## config.mk

```make
export PLATFORM = sky130hd
export DESIGN_NAME = adc_bcd_scaler
export DESIGN_NICKNAME = d
export VERILOG_FILES = /design/src/rtl/adc_bcd_scaler.sv
export SDC_FILE = /design/constraint.sdc
export NUM_CORES = 1
export LEC_CHECK = 0
export CORE_ASPECT_RATIO = 1.5
export CORE_MARGIN = 5
export CORE_UTILIZATION = 40
export CTS_CLUSTER_DIAMETER = 60
export DETAILED_ROUTE_END_ITERATION = 10
export MAX_ROUTING_LAYER = met4
export SYNTH_ARGS = -nofsm -noshare
export SYNTH_HDL_FRONTEND = slang
export SYNTH_SLANG_ARGS = --single-unit
```

## constraint.sdc

```tcl
create_clock -name clk -period 3.56 [get_ports clk]
set_clock_uncertainty 0.1 [all_clocks]
set_input_delay 0.356 -clock clk [delete_from_list [all_inputs] [get_ports clk]]
set_output_delay 0.356 -clock clk [all_outputs]
set_load 0.02 [all_outputs]
```

## src/rtl/adc_bcd_scaler.sv

```systemverilog
// ADC display pre-processor: averages a power-of-two window of samples,
// scales the average to millivolts, and on a periodic tick converts the
// result to packed BCD with a sequential double-dabble. It also flags
// leading-zero digits for blanking and reports display overflow.
module adc_bcd_scaler #(
  parameter int ADC_W    = 8,
  parameter int FS_MV    = 2500,
  parameter int DIGITS   = 4,
  parameter int AVG_LOG2 = 2,
  parameter int T_UPDATE = 5_000_000
) (
  input  logic                  clk,
  input  logic                  rst,
  input  logic                  sample_valid,
  input  logic [ADC_W-1:0]      sample_data,
  output logic [4*DIGITS-1:0]   bcd,
  output logic [DIGITS-1:0]     blank_mask,
  output logic                  bcd_valid,
  output logic                  overflow
);

  localparam int MV_W     = $clog2(FS_MV + 1);
  localparam int ACC_W    = ADC_W + AVG_LOG2;
  localparam int CNT_W    = AVG_LOG2 + 1;
  localparam int BCD_W    = 4 * DIGITS;
  localparam int PROD_W   = ADC_W + MV_W;
  localparam int TCK_W    = (T_UPDATE > 1) ? $clog2(T_UPDATE) : 1;
  localparam int STEP_W   = $clog2(MV_W + 1);
  localparam int MAX_DISP = (10 ** DIGITS) - 1;
  localparam int WIN_LAST = (2 ** AVG_LOG2) - 1;

  typedef enum logic [1:0] {
    IDLE = 2'd0,
    MULT = 2'd1,
    CONV = 2'd2,
    DONE = 2'd3
  } state_t;

  // Floor-scaled millivolts, clamped to the largest displayable value.
  // Returns {ovf, mv}.
  function automatic logic [MV_W:0] sat_mv(input logic [PROD_W-1:0] p);
    logic [PROD_W-1:0] q;
    q = p >> ADC_W;
    if (32'(q) > 32'(MAX_DISP)) begin
      return {1'b1, MV_W'(MAX_DISP)};
    end
    return {1'b0, q[MV_W-1:0]};
  endfunction

  // One double-dabble iteration: add 3 to every digit >= 5, then shift in b.
  function automatic logic [BCD_W-1:0] dd_step(input logic [BCD_W-1:0] w,
                                               input logic b);
    logic [BCD_W-1:0] a;
    a = w;
    for (int i = 0; i < DIGITS; i++) begin
      if (a[4*i +: 4] >= 4'd5) begin
        a[4*i +: 4] = a[4*i +: 4] + 4'd3;
      end
    end
    return {a[BCD_W-2:0], b};
  endfunction

  // A digit is blanked when it and every more significant digit are zero;
  // the units digit always stays lit.
  function automatic logic [DIGITS-1:0] blank_of(input logic [BCD_W-1:0] b);
    logic              all_z;
    logic [DIGITS-1:0] m;
    m     = '0;
    all_z = 1'b1;
    for (int i = DIGITS - 1; i >= 1; i--) begin
      all_z = all_z & (b[4*i +: 4] == 4'd0);
      m[i]  = all_z;
    end
    return m;
  endfunction

  logic [ACC_W-1:0]  r_acc;
  logic [CNT_W-1:0]  r_cnt;
  logic [ADC_W-1:0]  r_hold;
  logic [TCK_W-1:0]  r_tick_cnt;
  state_t            r_state;
  state_t            w_state_next;
  logic [ADC_W-1:0]  r_cap;
  logic [MV_W-1:0]   r_mv;
  logic              r_ovf;
  logic [BCD_W-1:0]  r_work;
  logic [STEP_W-1:0] r_step;
  logic [BCD_W-1:0]  r_bcd;
  logic [DIGITS-1:0] r_blank;
  logic              r_ovf_out;
  logic              r_valid;

  logic [ACC_W-1:0]  w_sum;
  logic              w_win_done;
  logic              w_tick;
  logic              w_last_step;
  logic [PROD_W-1:0] w_prod;
  logic [MV_W:0]     w_sat;
  logic [BCD_W-1:0]  w_work_next;

  assign w_sum       = r_acc + ACC_W'(sample_data);
  assign w_win_done  = sample_valid && (r_cnt == CNT_W'(WIN_LAST));
  assign w_tick      = (r_tick_cnt == TCK_W'(T_UPDATE - 1));
  assign w_last_step = (r_step == STEP_W'(MV_W - 1));
  assign w_prod      = PROD_W'(r_cap) * PROD_W'(FS_MV);
  assign w_sat       = sat_mv(w_prod);
  assign w_work_next = dd_step(r_work, r_mv[MV_W-1]);

  // Window accumulator: latch the floor average when the window fills.
  always_ff @(posedge clk) begin
    if (rst) begin
      r_acc  <= '0;
      r_cnt  <= '0;
      r_hold <= '0;
    end else if (sample_valid) begin
      if (w_win_done) begin
        r_hold <= w_sum[ACC_W-1:AVG_LOG2];
        r_acc  <= '0;
        r_cnt  <= '0;
      end else begin
        r_acc <= w_sum;
        r_cnt <= r_cnt + CNT_W'(1);
      end
    end
  end

  // Free-running update tick counter; never stalls for the converter.
  always_ff @(posedge clk) begin
    if (rst || w_tick) begin
      r_tick_cnt <= '0;
    end else begin
      r_tick_cnt <= r_tick_cnt + TCK_W'(1);
    end
  end

  // Converter state register.
  always_ff @(posedge clk) begin
    if (rst) begin
      r_state <= IDLE;
    end else begin
      r_state <= w_state_next;
    end
  end

  // Converter sequencing; ticks outside IDLE are dropped.
  always_comb begin
    w_state_next = r_state;
    case (r_state)
      IDLE:    if (w_tick) w_state_next = MULT;
      MULT:    w_state_next = CONV;
      CONV:    if (w_last_step) w_state_next = DONE;
      DONE:    w_state_next = IDLE;
      default: w_state_next = IDLE;
    endcase
  end

  // Converter datapath; outputs load on the final shift so they are
  // visible together with the bcd_valid pulse in DONE.
  always_ff @(posedge clk) begin
    if (rst) begin
      r_cap     <= '0;
      r_mv      <= '0;
      r_ovf     <= 1'b0;
      r_work    <= '0;
      r_step    <= '0;
      r_bcd     <= '0;
      r_blank   <= blank_of('0);
      r_ovf_out <= 1'b0;
      r_valid   <= 1'b0;
    end else begin
      r_valid <= 1'b0;
      case (r_state)
        IDLE: begin
          if (w_tick) r_cap <= r_hold;
        end
        MULT: begin
          r_ovf  <= w_sat[MV_W];
          r_mv   <= w_sat[MV_W-1:0];
          r_work <= '0;
          r_step <= '0;
        end
        CONV: begin
          r_work <= w_work_next;
          r_mv   <= r_mv << 1;
          r_step <= r_step + STEP_W'(1);
          if (w_last_step) begin
            r_bcd     <= w_work_next;
            r_blank   <= blank_of(w_work_next);
            r_ovf_out <= r_ovf;
            r_valid   <= 1'b1;
          end
        end
        default: ;
      endcase
    end
  end

  assign bcd        = r_bcd;
  assign blank_mask = r_blank;
  assign bcd_valid  = r_valid;
  assign overflow   = r_ovf_out;

endmodule
```

==> metrics.md <==
| Metric | Value |
|---|---|
| Cell taking the most area after synthesis | dfxtp_1 |
| Global placer's final weighted congestion | 0.8136 |
| Pre-Repair DR Iteration Count | 4 |
| Routed WL per cell | about 15 um |
| R2R Path End | r_mv[10] |
| CP peak stage delay | around 0.53 ns |
| Slowest-stage cell, CP | fa_1 |
| Largest family of logic cells by synthesized area | simple AND/OR/NAND/NOR gates |
| Chip width | 111.8 um |
| Minimum clock period after layout | 3.534 ns |
| Worst vdd ir | roughly 0.0003 V |
| Max Transition Viols Final | 0 |
| TritonCTS Buffers | 9 |
| Yosys top cell area share | 34.13% |
| Cells on worst reg2reg path | 12 |
| CTS tree | built |
| Nets | 836 |
| Number of flops mapped to enable cells by yosys | 0 |
| First-pass GRT wire length | 23960 um |
| # rows | 55 |
| Remaining global-route overflow | 0 |
| Worst EP arrival | 3.67 ns |
| Worst setup SP type | register |
| DR iter-0 viols | 187 |
| Clk slew on worst S/H paths | 0.08 ns |
| Sequential share of the synthesized area | 34.13% |
| Async SR Flop Fraction | 0% |
| # hold bufs at CTS | 0 |
| Die Y | 162.7 um |
| HP Class | reg2reg |
| Critical path endpoint category | register |
| Status | finished clean |
| CP max FO | 3 |
| Vias | 5189 |
| Simple-gate share of the synthesized area | 20.51% |
| Max H-tree Level | 3 |
| Initial antenna violation count | 0 |
| Initial Utilization | 40.88% |
| I/O pin count | 33 |
| Final antenna diode count | 0 |
| Setup tns final | 0 ns |
| CTS root buf | clkbuf_16 |
| Slew headroom | 36.69% |
| Post-Synth Adder-Cell Area | 16.06% |
| Layout area overhead | 16.74% |
| Fin crit share | 99.28% |
| Warnings, synthesis | 0 |
| Die ar. | 18190 sq um |
| Syn Area/Cell | ~8.6 sq um |
| WP data required | 3.69 ns |
| HPWL after DPL | ~10000 um |
| RSZ-0062 raised after global routing | true |
| Power Dens Cells | 334.3 nW/um^2 |
| Leakage power | just under 3 nW |
| Clk sink count | 106 |
| Routed wire length | ~14000 um |
| Post-DR vias/cell | 5.422 |
| Post-synth cell types | just under 70 |
| DRC violations left | 0 |
| Largest cells by area after synthesis | dfxtp_1 34%, ha_1 12%, nor2_1 5.2% |
| R2r startpoint | r_cap[3] |
| CP startpoint | r_cap[3] |
| Final hold vios | 0 |
| Yosys reg bits | 106 |
| Post-synthesis mux area share | ~3.2% |
| Max Clk Rate | 0.2829 GHz |
| Setup WS pre-CTS | -0.1897 ns |
| Max Cap Viol | 0 |
| Mapped cell area | 6217 sq um |
| Critical Path Stages | 12 |
| Clock Tree Buf Depth | 2 |
| Compound-gate portion of the synthesized area | around 17% |
| Buf/Inv on CP | 2 |
| Post-route ant nets | 0 |
| Tot GR Track Use | 16.11% |
| CP Cell Sequence | ha_4 -> ha_4 -> inv_2 -> fa_1 -> fa_1 -> inv_2 -> fa_2 -> a211oi_4 -> o21bai_4 -> a2111oi_4 -> mux2i_1 -> nand2_1 |
| Area of the core | 15210 sq um |
| Gate Count Post-Synth | just over 700 |
| Vias in the first global route | 5104 |
| Overall power | 2.426 mW |
| Final setup fails | 0 |
| Layout cell share with drive strength beyond 1 | 10.69% |
| Latest clock arrival within the worst-skew pair | 0.35 ns |
| Worst-margin pin slew | 0.9462 ns |
| Largest net degree at the start of global routing | 83 |
| Xor-xnor portion of the synthesized cell area | about 4.4% |
| Port-buffer cells | 30 |
| Crit path max-delay family | adder cells |
| R2R Setup Slk | 0.03 ns |
| Final worst slack | approximately 0.026 ns |
| Crit Path Class | reg2reg |
| Most common flop cell mapped by yosys | dfxtp_1 |
| CP endpoint | r_mv[10] |
[final cells by class]
class | instances | area, sq um
fillers | 1438 | 7950
multi-input cells | 540 | 3943
clock inverters | 6 | 73.82
repair buffers | 51 | 452.9
flip-flops and latches | 106 | 2132
inverters | 45 | 168.9
clock buffers | 10 | 239.0
well taps | 199 | 249.0
[cells by family after synthesis]
group | count (synthesis)
simple gates | 261
compound gates | 154
flops | 106
buf+inv | 77
fa+ha+maj | 72
xor+xnor | 31
mux | 20
other cells | 1
[metal layers]
layer | wire, um | track usage (%) | share of wire [%]
met3 | 307 | 2.788 | 2.2
met4 | 306 | 5.257 | 2.2
met2 | 7704 | 30.13 | 55
met5 | 0 | - | 0
met1 | 5810 | 17.04 | 41
[how the worst min path moves through the flow]
stage | start | end | slack (ns) | cells after the start
after floorplan | r_hold[0] | r_hold[0] | 0.34 | 2
after global placement | bcd[13] | bcd[13] | 0.35 | 2
after detailed placement | bcd[7] | bcd[7] | 0.35 | 2
after CTS | bcd[7] | bcd[7] | 0.36 | 2
after global routing | bcd[2] | bcd[2] | 0.37 | 2
final | bcd[9] | bcd[9] | 0.36 | 2
[sequential cells by signal (all words and copies together) (netlist names), 4 cells and up]
| name | flops |
|---|---|
| r_tick_cnt | 23 |
| bcd | 16 |
| r_work | 16 |
| r_mv | 12 |
| r_acc | 10 |
| r_cap | 8 |
| r_hold | 8 |
| r_step | 4 |
[Yosys cell counts (14+ instances only)]
cell type  count
inv_1         44
xnor2_1       14
nand2_1       70
mux2i_1       19
xor2_1        17
a21oi_1       50
dfxtp_1      106
nand3_1       21
clkbuf_1      25
o21ai_0       22
ha_1          59
nor2_1        86
[where the power goes]
group          switching (mW)  leakage, nW  internal [mW]  total (mW)
logic                   0.101         1.93         0.0695       0.171
registers              0.0122        0.860           1.20        1.21
clock network           0.470        0.147          0.573        1.04
[cell usage in the layout, fill, tap and decap left out, drive strengths merged, types with 5 or more instances in the layout]
master / Yosys / routed
a211oi: 13 / 13
a21o: 7 / 7
a21oi: 50 / 50
a22oi: 10 / 10
a311oi: 6 / 6
and3: 12 / 12
buf: 7 / 22
clkbuf: 25 / 10
clkdlybuf4s50: 0 / 29
dfxtp: 106 / 106
fa: 13 / 13
ha: 59 / 59
inv: 44 / 45
mux2i: 19 / 19
nand2: 72 / 72
nand2b: 12 / 12
nand3: 22 / 22
nand4: 12 / 12
nor2: 86 / 86
nor3: 14 / 14
nor3b: 5 / 5
nor4: 7 / 7
o21a: 6 / 6
o21ai: 22 / 22
o31ai: 8 / 8
xnor2: 14 / 14
xor2: 17 / 17
[worst min-delay path, delay by kind of cell, from the launching register on]
family | cells | cell delay [ns]
simple gates | 1 | 0.05
compound gates | 1 | 0.05
flops | 1 | 0.31
[what timing repair did]
item / 4_1_cts / 5_1_grt
hold endpoints to repair: 0 / 0
endpoints found under the setup margin: 7 / 8
pin swaps: 17 / 16
gates resized for setup: 14 / 14
buffers inserted: 1 / 2
[through the flow]
step	instances	instance area, sq um	utilization [%]	hold WS [ns]
detailed placement	938	6777	44.56	0.3509
CTS	955	7174	47.17	0.3618
global placement	938	6777	44.56	0.3469
global route	957	7258	47.73	0.3729
finish	957	7258	47.73	0.3577
floorplan	723	6241	-	0.3357
Note: power is estimated with default switching activity, not from simulation.
